## src/rtl/dw_pkg.sv

```systemverilog
// Shared types and calendar constants for the multi-alarm watch.
package dw_pkg;
    typedef enum logic [2:0] {
        S_TIME    = 3'd0,
        S_SET_HR  = 3'd1,
        S_SET_MIN = 3'd2,
        S_ALM_HR  = 3'd3,
        S_ALM_MIN = 3'd4,
        S_SW      = 3'd5
    } state_e;

    localparam int HOURS_PER_DAY = 24;
    localparam int MIN_PER_HR    = 60;
    localparam int SEC_PER_MIN   = 60;
endpackage

```

## src/rtl/dw_sec_tick.sv

```systemverilog
// One-second prescaler: a single-cycle tick at the terminal count, held at zero while hold is high.
module dw_sec_tick #(
    parameter int TICKS_PER_SEC = 100
) (
    input  logic clk,
    input  logic rst,
    input  logic hold,
    output logic tick
);
    localparam int CW = (TICKS_PER_SEC > 1) ? $clog2(TICKS_PER_SEC) : 1;
    localparam logic [CW-1:0] TERM = CW'(TICKS_PER_SEC - 1);

    logic [CW-1:0] cnt_q, cnt_d;

    always_comb begin
        cnt_d = cnt_q + 1'b1;
        if (hold || cnt_q == TERM) cnt_d = '0;
    end

    always_ff @(posedge clk or negedge rst) begin
        if (!rst) cnt_q <= '0;
        else      cnt_q <= cnt_d;
    end

    assign tick = !hold && (cnt_q == TERM);
endmodule

```

## src/rtl/dw_multi_alarm_watch.sv

```systemverilog
// Digital watch: time of day, N alarms with auto-stop ringing, stopwatch, 12/24h BCD display.
module dw_multi_alarm_watch
    import dw_pkg::*;
#(
    parameter int TICKS_PER_SEC = 100,
    parameter int N_ALARMS      = 2,
    parameter int RING_SEC      = 30,
    localparam int IW = (N_ALARMS > 1) ? $clog2(N_ALARMS) : 1
) (
    input  logic                clk,
    input  logic                rst,
    input  logic                mode,
    input  logic                set,
    input  logic                alarm_ack,
    input  logic                sw_clr,
    input  logic                fmt_12h,
    output logic [1:0]          tens_hours_out,
    output logic [3:0]          units_hours_out,
    output logic [2:0]          tens_minutes_out,
    output logic [3:0]          units_minutes_out,
    output logic [5:0]          seconds_out,
    output logic                pm_out,
    output logic                alarm_sound,
    output logic [IW-1:0]       alarm_idx_out,
    output logic [N_ALARMS-1:0] alarm_en_out,
    output logic [2:0]          state_out,
    output logic [5:0]          stopwatch_min_out,
    output logic [5:0]          stopwatch_sec_out
);
    state_e                state_q, state_d;
    logic [IW-1:0]         idx_q, idx_d;
    logic [4:0]            hour_q, hour_d;
    logic [5:0]            min_q, min_d, sec_q, sec_d;
    logic [4:0]            alm_hr_q [N_ALARMS];
    logic [4:0]            alm_hr_d [N_ALARMS];
    logic [5:0]            alm_min_q [N_ALARMS];
    logic [5:0]            alm_min_d [N_ALARMS];
    logic [N_ALARMS-1:0]   alm_en_q, alm_en_d;
    logic                  ring_q, ring_d;
    logic [IW-1:0]         ring_idx_q, ring_idx_d;
    logic [5:0]            ring_cnt_q, ring_cnt_d;
    logic                  sw_run_q, sw_run_d;
    logic [5:0]            sw_min_q, sw_min_d, sw_sec_q, sw_sec_d;

    logic                  tick, hold, alm_state, time_adv, trig;
    logic [N_ALARMS-1:0]   match;
    logic [IW-1:0]         trig_idx;

    assign hold      = (state_q == S_SET_HR) || (state_q == S_SET_MIN);
    assign alm_state = (state_q == S_ALM_HR) || (state_q == S_ALM_MIN);

    dw_sec_tick #(.TICKS_PER_SEC(TICKS_PER_SEC)) u_tick (
        .clk  (clk),
        .rst  (rst),
        .hold (hold),
        .tick (tick)
    );

    // UI state machine and alarm-field editing.
    always_comb begin
        state_d  = state_q;
        idx_d    = idx_q;
        alm_hr_d  = alm_hr_q;
        alm_min_d = alm_min_q;
        alm_en_d  = alm_en_q;
        if (mode) begin
            case (state_q)
                S_TIME:    state_d = S_SET_HR;
                S_SET_HR:  state_d = S_SET_MIN;
                S_SET_MIN: begin state_d = S_ALM_HR; idx_d = '0; end
                S_ALM_HR:  state_d = S_ALM_MIN;
                S_ALM_MIN: begin
                    if (int'(idx_q) < N_ALARMS - 1) begin
                        state_d = S_ALM_HR;
                        idx_d   = idx_q + 1'b1;
                    end else begin
                        state_d = S_SW;
                        idx_d   = '0;
                    end
                end
                default:   state_d = S_TIME;
            endcase
        end else if (alm_state) begin
            if (set) begin
                if (state_q == S_ALM_HR)
                    alm_hr_d[idx_q] = (alm_hr_q[idx_q] == 5'(HOURS_PER_DAY - 1)) ? '0 : alm_hr_q[idx_q] + 1'b1;
                else
                    alm_min_d[idx_q] = (alm_min_q[idx_q] == 6'(MIN_PER_HR - 1)) ? '0 : alm_min_q[idx_q] + 1'b1;
                alm_en_d[idx_q] = 1'b1;
            end else if (alarm_ack && !ring_q) begin
                alm_en_d[idx_q] = !alm_en_q[idx_q];
            end
        end
    end

    // Time of day: frozen while setting, seconds zeroed when entering hour-set.
    always_comb begin
        hour_d   = hour_q;
        min_d    = min_q;
        sec_d    = sec_q;
        time_adv = 1'b0;
        if (mode && state_q == S_TIME) begin
            sec_d = '0;
        end else if (state_q == S_SET_HR) begin
            if (set && !mode) hour_d = (hour_q == 5'(HOURS_PER_DAY - 1)) ? '0 : hour_q + 1'b1;
        end else if (state_q == S_SET_MIN) begin
            if (set && !mode) min_d = (min_q == 6'(MIN_PER_HR - 1)) ? '0 : min_q + 1'b1;
        end else if (tick) begin
            time_adv = 1'b1;
            if (sec_q == 6'(SEC_PER_MIN - 1)) begin
                sec_d = '0;
                if (min_q == 6'(MIN_PER_HR - 1)) begin
                    min_d  = '0;
                    hour_d = (hour_q == 5'(HOURS_PER_DAY - 1)) ? '0 : hour_q + 1'b1;
                end else begin
                    min_d = min_q + 1'b1;
                end
            end else begin
                sec_d = sec_q + 1'b1;
            end
        end
    end

    generate
        for (genvar gi = 0; gi < N_ALARMS; gi++) begin : g_match
            assign match[gi] = alm_en_q[gi] && (alm_hr_q[gi] == hour_d) && (alm_min_q[gi] == min_d);
        end
    endgenerate

    always_comb begin
        trig_idx = '0;
        for (int i = N_ALARMS - 1; i >= 0; i--)
            if (match[i]) trig_idx = IW'(i);
    end

    assign trig = time_adv && !alm_state && (sec_d == '0) && (|match);

    // A fresh trigger beats a same-cycle acknowledge and restarts the ring timer.
    always_comb begin
        ring_d     = ring_q;
        ring_idx_d = ring_idx_q;
        ring_cnt_d = ring_cnt_q;
        if (trig) begin
            ring_d     = 1'b1;
            ring_idx_d = trig_idx;
            ring_cnt_d = '0;
        end else if (ring_q) begin
            if (alarm_ack || (tick && ring_cnt_q == 6'(RING_SEC - 1))) begin
                ring_d     = 1'b0;
                ring_idx_d = '0;
                ring_cnt_d = '0;
            end else if (tick) begin
                ring_cnt_d = ring_cnt_q + 1'b1;
            end
        end
    end

    always_comb begin
        sw_run_d = sw_run_q;
        sw_min_d = sw_min_q;
        sw_sec_d = sw_sec_q;
        if (set && !mode && state_q == S_SW) sw_run_d = !sw_run_q;
        if (sw_clr) begin
            sw_min_d = '0;
            sw_sec_d = '0;
        end else if (sw_run_q && tick) begin
            if (sw_sec_q == 6'(SEC_PER_MIN - 1)) begin
                sw_sec_d = '0;
                sw_min_d = (sw_min_q == 6'(MIN_PER_HR - 1)) ? '0 : sw_min_q + 1'b1;
            end else begin
                sw_sec_d = sw_sec_q + 1'b1;
            end
        end
    end

    always_ff @(posedge clk or negedge rst) begin
        if (!rst) begin
            state_q    <= S_TIME;
            idx_q      <= '0;
            hour_q     <= '0;
            min_q      <= '0;
            sec_q      <= '0;
            alm_hr_q   <= '{default: '0};
            alm_min_q  <= '{default: '0};
            alm_en_q   <= '0;
            ring_q     <= 1'b0;
            ring_idx_q <= '0;
            ring_cnt_q <= '0;
            sw_run_q   <= 1'b0;
            sw_min_q   <= '0;
            sw_sec_q   <= '0;
        end else begin
            state_q    <= state_d;
            idx_q      <= idx_d;
            hour_q     <= hour_d;
            min_q      <= min_d;
            sec_q      <= sec_d;
            alm_hr_q   <= alm_hr_d;
            alm_min_q  <= alm_min_d;
            alm_en_q   <= alm_en_d;
            ring_q     <= ring_d;
            ring_idx_q <= ring_idx_d;
            ring_cnt_q <= ring_cnt_d;
            sw_run_q   <= sw_run_d;
            sw_min_q   <= sw_min_d;
            sw_sec_q   <= sw_sec_d;
        end
    end

    // Display path: choose source, fold to 12h if asked, split to BCD digits.
    logic [4:0] disp_hr, h12;
    logic [5:0] disp_min;
    always_comb begin
        disp_hr  = alm_state ? alm_hr_q[idx_q]  : hour_q;
        disp_min = alm_state ? alm_min_q[idx_q] : min_q;
        h12      = disp_hr;
        pm_out   = 1'b0;
        if (fmt_12h) begin
            pm_out = (disp_hr >= 5'd12);
            if (disp_hr == 5'd0)       h12 = 5'd12;
            else if (disp_hr > 5'd12)  h12 = disp_hr - 5'd12;
        end
        tens_hours_out  = (h12 >= 5'd20) ? 2'd2 : (h12 >= 5'd10) ? 2'd1 : 2'd0;
        units_hours_out = 4'(h12 - 5'(tens_hours_out) * 5'd10);
        tens_minutes_out = '0;
        for (int k = 1; k < 6; k++)
            if (disp_min >= 6'(k * 10)) tens_minutes_out = 3'(k);
        units_minutes_out = 4'(disp_min - 6'(tens_minutes_out) * 6'd10);
    end

    assign seconds_out       = sec_q;
    assign alarm_sound       = ring_q;
    assign alarm_idx_out     = alm_state ? idx_q : (ring_q ? ring_idx_q : '0);
    assign alarm_en_out      = alm_en_q;
    assign state_out         = state_q;
    assign stopwatch_min_out = sw_min_q;
    assign stopwatch_sec_out = sw_sec_q;
endmodule

```

## config.mk

```make
export PLATFORM = sky130hd
export DESIGN_NAME = dw_multi_alarm_watch
export DESIGN_NICKNAME = d
export VERILOG_FILES = /design/src/rtl/dw_pkg.sv /design/src/rtl/dw_sec_tick.sv /design/src/rtl/dw_multi_alarm_watch.sv
export SDC_FILE = /design/constraint.sdc
export NUM_CORES = 1
export LEC_CHECK = 0
export BUFFER_PORTS_ARGS = -buffer_cell sky130_fd_sc_hd__clkbuf_2
export CORE_ASPECT_RATIO = 0.9
export CORE_MARGIN = 4
export CORE_UTILIZATION = 55
export DETAILED_ROUTE_END_ITERATION = 8
export PLACE_DENSITY = 0.77
export SLEW_MARGIN = 30
export SYNTH_ARGS = -nofsm -noshare
export SYNTH_HDL_FRONTEND = slang
export SYNTH_SLANG_ARGS = --single-unit
```

## constraint.sdc

```tcl
create_clock -name clk -period 4.6 [get_ports clk]
set_clock_uncertainty 0.1 [all_clocks]
set_input_delay 0.92 -clock clk [delete_from_list [all_inputs] [get_ports clk]]
set_output_delay 0.92 -clock clk [all_outputs]
set_load 0.05 [all_outputs]
```

==> results.yml <==
route:
  vias: 5480
  viasPerCell: 6.46
  wl_per_cell_um: 19.1
  dr.pass1.iters: 6
  routed_wl_um: 16200
  postRouteAntennaNets: 0
  drc: 0
  first_iter_violations: 641
clock_network:
  clock_sinks: 73
  cts_root_buf: "clkbuf_16"
  cts_tree: "done"
  holdBufCountCts: 0
  max-clock-path-buffers: 2
  cts.reportedPaths.clkPinSlew_ns: 0.06
  insertion_delay_ns: 0.34
  htree_levels: 3
  cts-buffers-inserted: 9
global_route:
  antenna_found_initial: 0
  grt_pass1_vias: 5110
  grt.overflow.total: 0
  grt_pass1_wl_um: 25900
  grt_max_degree: 74
  grt_use_total_pct: 26.8
sta:
  maxSlewHeadroom_pct: 35.2
  rsz0062_at_grt: "true"
  hold_viol_final: 0
  fin_tns_setup_ns: -0.207
  worst_pin_slew_ns: 0.965
  final.min_clock_period_ns: 4.72
  fin_ws_ns: -0.117
  max_freq_mhz: 212
  slew_viol_final: 0
  setup-violations-final: 2
  layout_worst_path_cycle_share_pct: 103
synth:
  synth_area_per_cell_sq_um: 8.45
  yosys_warnings: 0
  synth_most_common_cell: "nand2_1"
  ys_top_cells_by_area: "dfrtp_1 33%, nand2_1 5.3%, mux2_2 4.8%, nor2_1 3.8%, ha_1 3.1%"
  synth_cell_type_count: 73
  synth_ff_type: "dfrtp_1"
  synth_area_sq_um: 5600
  synthTopCellsByCount: "79 x nand2_1, 73 x dfrtp_1, 56 x nor2_1"
  yosysSeqAreaShare_pct: 32.6
  yosysTopAreaCell: "dfrtp_1"
  ys_async_sr_fraction_pct: 100
  ys_seq_elements: 73
  syn-num-nets: 686
  synth_edf_count: 0
  synth_top_cell_area_share_pct: 32.6
  synth_cells: 663
floorplanning:
  die_area_sq_um: 11900
  core_sq_um: 9780
  num_rows: 34
  start_util_pct: 57.2
  die_h_um: 104
  die_x_um: 114
  boundaryPins: 46
placed_design:
  place.gp.congestion: 0.922
  dpl.hpwl_um: 11500
  io_buffers: 45
worst_setup_path:
  max_stage_delay_ns: 0.42
  cp-start-kind: "flop"
  crit_path_cell_trace: "and3b_2, or2_4, mux2_4, ha_4, a21boi_4, o31ai_4, nand4_1, and2_4, nand2b_4, o22ai_4, ha_4, inv_2, fa_2, xor2_4, buf_12"
  cp_slowest_cell: "dfrtp_2"
  setup.worst_path.class: "flop to output pin"
  endpoint_kind: "output pin"
  cp.required_ns: 3.58
  crit_top_cell: "ha_4"
  cp_max_fo: 4
  crit_arrival_ns: 3.70
power_and_ir_drop:
  peakVddDrop_uv: 966
  power_density_nw_per_um2: 787
  leakagePower_nw: 2.79
  finalPower_mw: 5.18
finish:
  fin_util_pct: 67.2
  synthToLayoutAreaGrowth_pct: 17.5
  n_antenna_cell: 0
  finalNetCount: 741
  final_layout_size_suffix_gt1_share_pct: 20.8
run:
  maxCapViolCount: 0
worst_hold_path:
  hp-class: "flop to flop"
status:
  status: "finished, violations left"
  violations: "setup timing"
[final timing paths]
check,start,to,slack (ns),cells after the start
worst min register to register,u_tick.cnt_q[0],u_tick.cnt_q[0],0.36,1
worst min-delay path,u_tick.cnt_q[0],u_tick.cnt_q[0],0.36,1
min in group asynchronous,rst,seconds_out[0],0.47,1
worst max-delay path,state_out[0],units_hours_out[3],-0.12,15
worst max register to register,seconds_out[0],ring_cnt_q[5],0.77,9
max in group asynchronous,rst,state_out[1],3.37,1
[what timing repair did]
item | in CTS | in global routing
setup buffers | 9 | 5
gates resized for setup | 4 | 9
pin swaps | 5 | 2
hold endpoints to repair | 0 | 0
endpoints found under the setup margin | 2 | 4
[layout by cell type, fill, tap and decap left out, types with 5 or more instances in the layout]
cell type / netlist / routed
nand2_1: 79 / 79
dfrtp_1: 73 / 70
nor2_1: 56 / 56
clkbuf_2: 0 / 40
a21oi_1: 34 / 33
o21ai_0: 28 / 28
inv_1: 29 / 27
nand3_1: 25 / 25
buf_4: 2 / 25
nor3_1: 23 / 23
mux2_2: 24 / 22
xnor2_1: 17 / 17
o211ai_1: 17 / 17
xor2_1: 16 / 14
mux2i_1: 16 / 12
nand4_1: 12 / 12
ha_1: 14 / 12
nor2b_1: 11 / 11
a31oi_1: 10 / 10
nand2b_1: 10 / 9
or4_1: 9 / 9
clkbuf_16: 0 / 9
a211oi_1: 8 / 8
or3_1: 8 / 8
o31ai_1: 9 / 8
o22ai_1: 7 / 6
o2111ai_1: 6 / 6
a21o_1: 5 / 5
nor4_1: 5 / 5
nor3b_1: 6 / 5
and3_1: 5 / 5
and2_1: 7 / 5
[through the flow]
step	hold WS, ns	cells	setup WS [ns]	area (sq um)
after floorplan	0.333	663	-0.475	5750
after global placement	0.345	819	0.160	6120
after detailed placement	0.354	819	0.0507	6120
after CTS	0.362	843	-0.0966	6500
after global routing	0.399	848	-0.314	6580
final	0.357	848	-0.117	6580
[critical path, delay by kind of cell, from the launching register on]
| kind | cells | cell delay [ns] |
|---|---|---|
| buffers and inverters | 2 | 0.19 |
| AND/OR/NAND/NOR | 5 | 0.98 |
| adder cells (fa/ha/maj) | 3 | 0.70 |
| AO/OA/AOI/OAI | 3 | 0.57 |
| flip-flops | 1 | 0.42 |
| multiplexers | 1 | 0.34 |
| XOR/XNOR | 1 | 0.17 |
[final cells by class]
| type | count | area [sq um] |
|---|---|---|
| clock inverters | 4 | 45.0 |
| multi-input cells | 534 | 3730 |
| clock buffers | 11 | 243 |
| inverters | 29 | 113 |
| flip-flops and latches | 73 | 1830 |
| repair buffers | 71 | 463 |
| well taps | 126 | 158 |
| fillers | 782 | 3210 |
[routing by layer]
metal	wire, um	track usage [%]
met4	422	9.58
met1	7010	36.3
met2	7570	41.9
met5	0	0
met3	1210	6.12
[sequential cells by signal, summed over array words and instances (netlist names)]
| name | cells |
|---|---|
| stopwatch_sec_out | 6 |
| alm_hr_q | 10 |
| alarm_sound | 1 |
| ring_idx_q | 1 |
| alarm_en_out | 2 |
| idx_q | 1 |
| alm_min_q | 12 |
| min_q | 6 |
| u_tick.cnt_q | 7 |
| stopwatch_min_out | 6 |
| state_out | 3 |
| seconds_out | 6 |
| sw_run_q | 1 |
| hour_q | 5 |
| ring_cnt_q | 6 |
[power by group]
group / internal [mW] / switching [mW]
Sequential: 0.759 / 0.166
Clock: 0.429 / 0.260
Combinational: 1.29 / 2.27
Total: 2.48 / 2.70
[cell families (layout without fill, tap and decap cells)]
kind of cell               Yosys count  after routing  share of synthesized area, %
and+or+nand+nor                    277            277                          26.2
AOI/OAI and AO/OA                  167            167                          20.4
DFF                                 73             73                          32.6
buffers and inverters               56            115                          4.00
muxes                               40             40                          7.69
xor gates and xnor gates            33             33                          5.16
adders and majority gates           17             17                          4.02
Note: power is estimated with default switching activity, not from simulation.
